**src/rtl/display_scan_sequencer.sv**
```systemverilog
// Time-multiplexed scan controller for an 8-digit seven-segment display.
// Drives digit select and active-low anodes with a dark guard at each digit change.
module display_scan_sequencer #(
    parameter int TICK_DIV     = 100000,
    parameter int GUARD_CYCLES = 500
) (
    input  logic       clk,
    input  logic       reset,
    input  logic       en,
    input  logic [7:0] blank_mask,
    output logic [2:0] seqSel,
    output logic [7:0] anode,
    output logic       digit_tick,
    output logic       frame_done
);

    localparam int PW = $clog2(TICK_DIV);
    localparam logic [PW-1:0] LAST      = PW'(TICK_DIV - 1);
    localparam logic [PW-1:0] GUARD_END = PW'(GUARD_CYCLES);

    typedef enum logic [1:0] {
        OFF,
        GUARD,
        DRIVE
    } state_t;

    state_t          state_q, state_d;
    logic [PW-1:0]   pre_q, pre_d;
    logic [2:0]      sel_q, sel_d;
    logic [7:0]      anode_q, anode_d;
    logic            tick_q, tick_d;
    logic            frame_q, frame_d;

    always_ff @(posedge clk) begin
        if (reset) begin
            state_q <= OFF;
            pre_q   <= '0;
            sel_q   <= 3'd0;
            anode_q <= 8'hFF;
            tick_q  <= 1'b0;
            frame_q <= 1'b0;
        end else begin
            state_q <= state_d;
            pre_q   <= pre_d;
            sel_q   <= sel_d;
            anode_q <= anode_d;
            tick_q  <= tick_d;
            frame_q <= frame_d;
        end
    end

    always_comb begin
        state_d = state_q;
        pre_d   = pre_q;
        sel_d   = sel_q;
        tick_d  = 1'b0;
        frame_d = 1'b0;
        if (!en) begin
            state_d = OFF;
            pre_d   = '0;
        end else begin
            unique case (state_q)
                OFF: begin
                    pre_d   = '0;
                    state_d = (GUARD_CYCLES == 0) ? DRIVE : GUARD;
                end
                GUARD: begin
                    pre_d = pre_q + 1'b1;
                    if (pre_d == GUARD_END) begin
                        state_d = DRIVE;
                    end
                end
                DRIVE: begin
                    if (pre_q == LAST) begin
                        pre_d   = '0;
                        sel_d   = sel_q + 3'd1;
                        tick_d  = 1'b1;
                        frame_d = (sel_q == 3'd7);
                        state_d = (GUARD_CYCLES == 0) ? DRIVE : GUARD;
                    end else begin
                        pre_d = pre_q + 1'b1;
                    end
                end
                default: begin
                    state_d = OFF;
                    pre_d   = '0;
                end
            endcase
        end
    end

    // Anode follows the upcoming state and digit so it never lags seqSel.
    always_comb begin
        anode_d = 8'hFF;
        if (state_d == DRIVE && !blank_mask[sel_d]) begin
            anode_d = ~(8'b1 << sel_d);
        end
    end

    assign seqSel     = sel_q;
    assign anode      = anode_q;
    assign digit_tick = tick_q;
    assign frame_done = frame_q;

endmodule
```
**config.mk**
```make
export PLATFORM = sky130hd
export DESIGN_NAME = display_scan_sequencer
export DESIGN_NICKNAME = d
export VERILOG_FILES = /design/src/rtl/display_scan_sequencer.sv
export SDC_FILE = /design/constraint.sdc
export NUM_CORES = 1
export LEC_CHECK = 0
export BUFFER_PORTS_ARGS = -buffer_cell sky130_fd_sc_hd__buf_2
export CAP_MARGIN = 5
export CORE_UTILIZATION = 32
export DETAILED_ROUTE_END_ITERATION = 8
export PLACE_DENSITY = 0.45
export SYNTH_ARGS = -nofsm -noshare
export SYNTH_HDL_FRONTEND = slang
export SYNTH_SLANG_ARGS = --single-unit
export TNS_END_PERCENT = 100
```
**constraint.sdc**
```tcl
create_clock -name clk -period 5.6 [get_ports clk]
set_input_delay 0 -clock clk [delete_from_list [all_inputs] [get_ports clk]]
set_output_delay 0 -clock clk [all_outputs]
set_load 0.005 [all_outputs]
```
; Word-level counts from Yosys, hierarchy flattened
; Index checks and enable logic that the tools add are counted.
; W data, S select, Z words.
[op_classes]
bitwise_logic = 5
n_div = 0
multipliers = 0
muxes = 12
n_reduce_logical = 7
n_addsub = 2
shifts = 1
order_cmp = 1
n_eq_ne = 6
[ops]
columns = operator, count
row1 = $pmux W17 S2, 1
row2 = $add A17 B1 Y17 const B, 1
row3 = $eq A17 B17 Y1 const B, 1
row4 = $eq A17 B9 Y1 const B, 1
row5 = $mux W17, 1
row6 = $mux W3, 3
row7 = $not A8 Y8, 1
row8 = $shl A1 B3 Y8 const A, 1
row9 = $mux W2, 3
row10 = $pmux W2 S3, 1
row11 = $eq A2 B2 Y1 const B, 2
row12 = $lt A3 B4 Y1 const B, 1
row13 = $not A1 Y1, 4
row14 = $reduce_or A2 Y1, 2
row15 = $reduce_or A4 Y1, 1
row16 = $add A3 B1 Y3 const B, 1
row17 = $bmux W1 S3, 1
row18 = $eq A3 B3 Y1 const B, 1
row19 = $reduce_or A3 Y1, 1
row20 = $eq A2 B1 Y1 const B, 1
row21 = $logic_not A2 Y1, 1
row22 = $mux W1, 2
row23 = $logic_and A1 B1 Y1, 1
row24 = $logic_not A1 Y1, 1
[word_totals]
ram_bits = 0
register_bits = 32
mem_count = 0
latchBits = 0
romBits = 0

; Logic depth before layout (Yosys ltp)
[depth]
ltp_word = 10
depth_mapped = 9
ltp_nobuf = 8

; Worst setup path before layout
; No wires, ideal clock.
[synth_path]
kind = register to register
start = register pre_q[0]
end = register anode_q[4] (netlist: anode[4])
slack_ps = 3509
n_path_buf = 1
arrival_ps = 1949
stages_incl_launch_ff = 9
required_time_ps = 5458
setup_ps = 142
path_cell_list = dfxtp_1 ha_1 buf_2 nand4_2 nor3_1 mux2i_1 nand4_1 o21ai_2 nand4_1
[synth_via]
elab_chain_cells = 10
word_cells_on_any_way = 19
classes_between = 1 x add/sub / 3 x eq/ne / 1 x shift / 9 x mux / 2 x bitwise / 3 x reduce/logical
[synth_rtl]
columns = item, line
row1 = start: declaration, 28  ; logic [PW-1:0] pre_q, pre_d;
row2 = start signal: assignment, 44  ; pre_q <= pre_d;
row3 = branches (longest 10 deep; another with $add A17 B1 Y17), n/a
row4 = end signal: assignment, 46  ; anode_q <= anode_d;
row5 = end: declaration, 30  ; logic [7:0] anode_q, anode_d;
; Parallel ways; which one is timed is not known. The select of a mux whose other input is x is not followed.
; A chain may end at the register's enable or synchronous reset.

; Final worst setup path
; Ends and elaborated chain as after synthesis.

==> results_dict.tcl <==
set metrics [dict create \
    hpwl_um 3490 \
    finClkSkew_ps 3.36 \
    synthTopCellsByArea "dfxtp_1 31%, nor2_1 7.9%, xnor2_1 5.6%" \
    slowest_stage "nor4_4" \
    ys_top_cells_by_count "43 x nor2_1, 32 x dfxtp_1, 13 x xnor2_1, 11 x nand4_1" \
    fin_tns_setup_ps 0 \
    grt_max_degree 18 \
    report.final.slew_viol_count 0 \
    place.gp.congestion 0.790 \
    peakVddDrop_v 0.0000846 \
    crit_required_ps 5830 \
    synth_seq_area_share 0.313 \
    fin_crit_ps 2940 \
    status "completed" \
    fin_area_mm2 0.00225 \
    rows 28 \
    drt_iter0_drc 79 \
    numCtsBuffers 5 \
    htree_levels 2 \
    grt_pass1_wl_um 8000 \
    power_frac_clock 0.406 \
    tightest_slew_ps 587 \
    cts-root-buf "clkbuf_8" \
    area_growth_pct 9.71 \
    synthFlopType "dfxtp_1" \
    synth_cells 240 \
    p_int_w 0.000321 \
    r2r_slack_ps 2660 \
    grt_pass1_vias 1698 \
    synth_largest_area_cell "dfxtp_1" \
    final_cells 329 \
    synth_top_area_frac 0.313 \
    cts_tree "built" \
    yosysMostFrequentCell "nor2_1" \
    end_kind "flop" \
    via_per_inst 5.28 \
    period_share 0.525 \
    via_count 1737 \
    clkLatencyLatePin_ps 280 \
    grt.overflow.total 0 \
    cap_violations 0 \
    syn_nets 259 \
    r2r-start "pre_q[0]$_SDFF_PP0_" \
    diodes 0 \
    crit_path_start_kind "flop" \
    clk_pin_slew_ps 70 \
    p_comb_frac 0.046 \
    p_switching_w 0.0000972 \
    path_max_fanout 11 \
    worst-path-stages 7 \
    coreArea_mm2 0.00606 \
    antenna_found_initial 0 \
    rsz0062_at_grt "false" \
    avgSynthCellArea_um2 8.54 \
    drive_gt1_frac 0.169 \
    fp.dieH_um 82.0 \
    path_class "reg2reg" \
    initial_core_util 0.338 \
    drc 0 \
    hold_viol_final 0 \
    hold_class "in2reg" \
    maxSlewHeadroom 0.608 \
    max_stage_delay_ps 610 \
    dr.pass1.iters 4 \
    clock-sinks 32 \
    ios 24 \
    die_x_um 82.0 \
    placed_area_mm2 0.00216 \
    die_area_mm2 0.00673 \
    cp_num_buf_inv 0 \
    timing.rr.end "anode[4]$_SDFF_PP1_" \
    power_w 0.000419 \
    place.port_buffers 23 \
    cp_top_family "simple AND/OR/NAND/NOR gates" \
    r2r_cells 7 \
    async_flop_share 0 \
    power_density_mw_per_mm2 186 \
    grt_util_all_layers 0.157 \
    ys_types 53 \
    yosysWarnings 0 \
    ys_ff_latch 32 \
    setup_violations 0 \
    drtAntennaViolNets 0 \
    cts_buffer_depth 2 \
    syn-cell-area_mm2 0.00205 \
    post_drt_wl_per_cell_um 14.5 \
    endpoint "anode[4]$_SDFF_PP1_" \
    nets 273 \
    routed_wl_um 4760 \
    pwr-share-seq 0.548 \
    setup.worst_path.start "pre_q[0]$_SDFF_PP0_" \
    post-route-util 0.371 \
    synth_edf_count 0 \
    max_freq_mhz 340 \
    critPathArrivalTime_ps 3170 \
    p_leak_nw 0.762 \
    critical_path.cell_chain "ha_1 > nand4_2 > nor4_4 > and2_1 > mux2i_1 > nor2_1 > nand4_1" \
    placed_cells 321 \
    p_sw_frac 0.232 \
    nFillCells 637 \
]
## state kept, by name (all words and copies together), names as in the netlist
register / cells
pre_q: 17
seqSel: 3
digit_tick: 1
frame_done: 1
anode: 8
state_q: 2
## power groups by stage
| stage | logic (W) | clock network [W] | registers, W |
|---|---|---|---|
| 3_5_place_dp | 0.0000187 | 0 | 0.000234 |
| 3_3_place_gp | 0.0000190 | 0 | 0.000234 |
| 5_1_grt | 0.0000215 | 0.000187 | 0.000229 |
| 6_report | 0.0000193 | 0.000170 | 0.000229 |
| 4_1_cts | 0.0000194 | 0.000176 | 0.000229 |
| 2_1_floorplan | 0.0000114 | 0 | 0.000234 |
## worst register-to-register path, cell delays in order, from the launching register on
cell,delay [ps]
dfxtp_1,510
ha_1,380
nand4_2,290
nor4_4,620
and2_1,470
mux2i_1,440
nor2_1,90
nand4_1,90
## cells in the final DEF, fill, tap and decap left out, types with 8 or more instances in the layout
cell type  count
ha_1           8
mux2i_1       10
nand2_1       10
xnor2_1       13
dfxtp_1       32
buf_2         23
nand4_1       11
nand3_1       10
inv_1          9
nor2_1        43
## through the flow
stage	hold WS (ps)	worst slack (ps)
after floorplan	72.4	3510
after global placement	291	2700
after detailed placement	296	2650
after CTS	93.7	2640
after global routing	125	2340
final	98.0	2660
## worst min-delay path by stage
stage	startpoint	end	slack (ps)	depth (start not counted)
global placement	reset	seqSel[0]$_SDFF_PP0_	290	2
global route	en	state_q[0]$_SDFF_PP0_	120	3
detailed placement	reset	seqSel[0]$_SDFF_PP0_	300	2
finish	en	state_q[0]$_SDFF_PP0_	100	3
floorplan	reset	seqSel[0]$_SDFF_PP0_	70	1
CTS	en	state_q[0]$_SDFF_PP0_	90	3
## cell families after synthesis
family,synth area share
flops,0.313
compound gates,0.137
fa+ha+maj,0.0488
buf+inv,0.0641
xor+xnor,0.0726
mux,0.0653
simple gates,0.299
## per-layer routing
layer / up-vias / wire, um / share of wire / GRT usage
met1: 821 / 2200 / 0.46 / 0.179
met3: 7 / 164 / 0.034 / 0.0300
met2: 27 / 2330 / 0.49 / 0.293
met5: - / 0 / 0 / 0
li1: 882 / - / - / -
met4: 0 / 64 / 0.013 / 0.0474
## what timing repair did
item                                   CTS  global route
gates resized for setup                  0             0
hold buffers                             1             0
endpoints found under the hold margin    3             0
setup buffers                            0             0
## final cells by class
| cell class | instances | area (um^2) | share of cell area |
|---|---|---|---|
| multi-input cells | 182 | 1280 | 0.568 |
| flip-flops and latches | 32 | 641 | 0.285 |
| repair buffers | 24 | 125 | 0.0556 |
| well taps | 75 | 93.8 | 0.0417 |
| clock buffers | 6 | 72.6 | 0.0323 |
| inverters | 9 | 33.8 | 0.0150 |
| clock inverters | 1 | 5.00 | 0.00223 |
(Power assumes the default switching activity.)
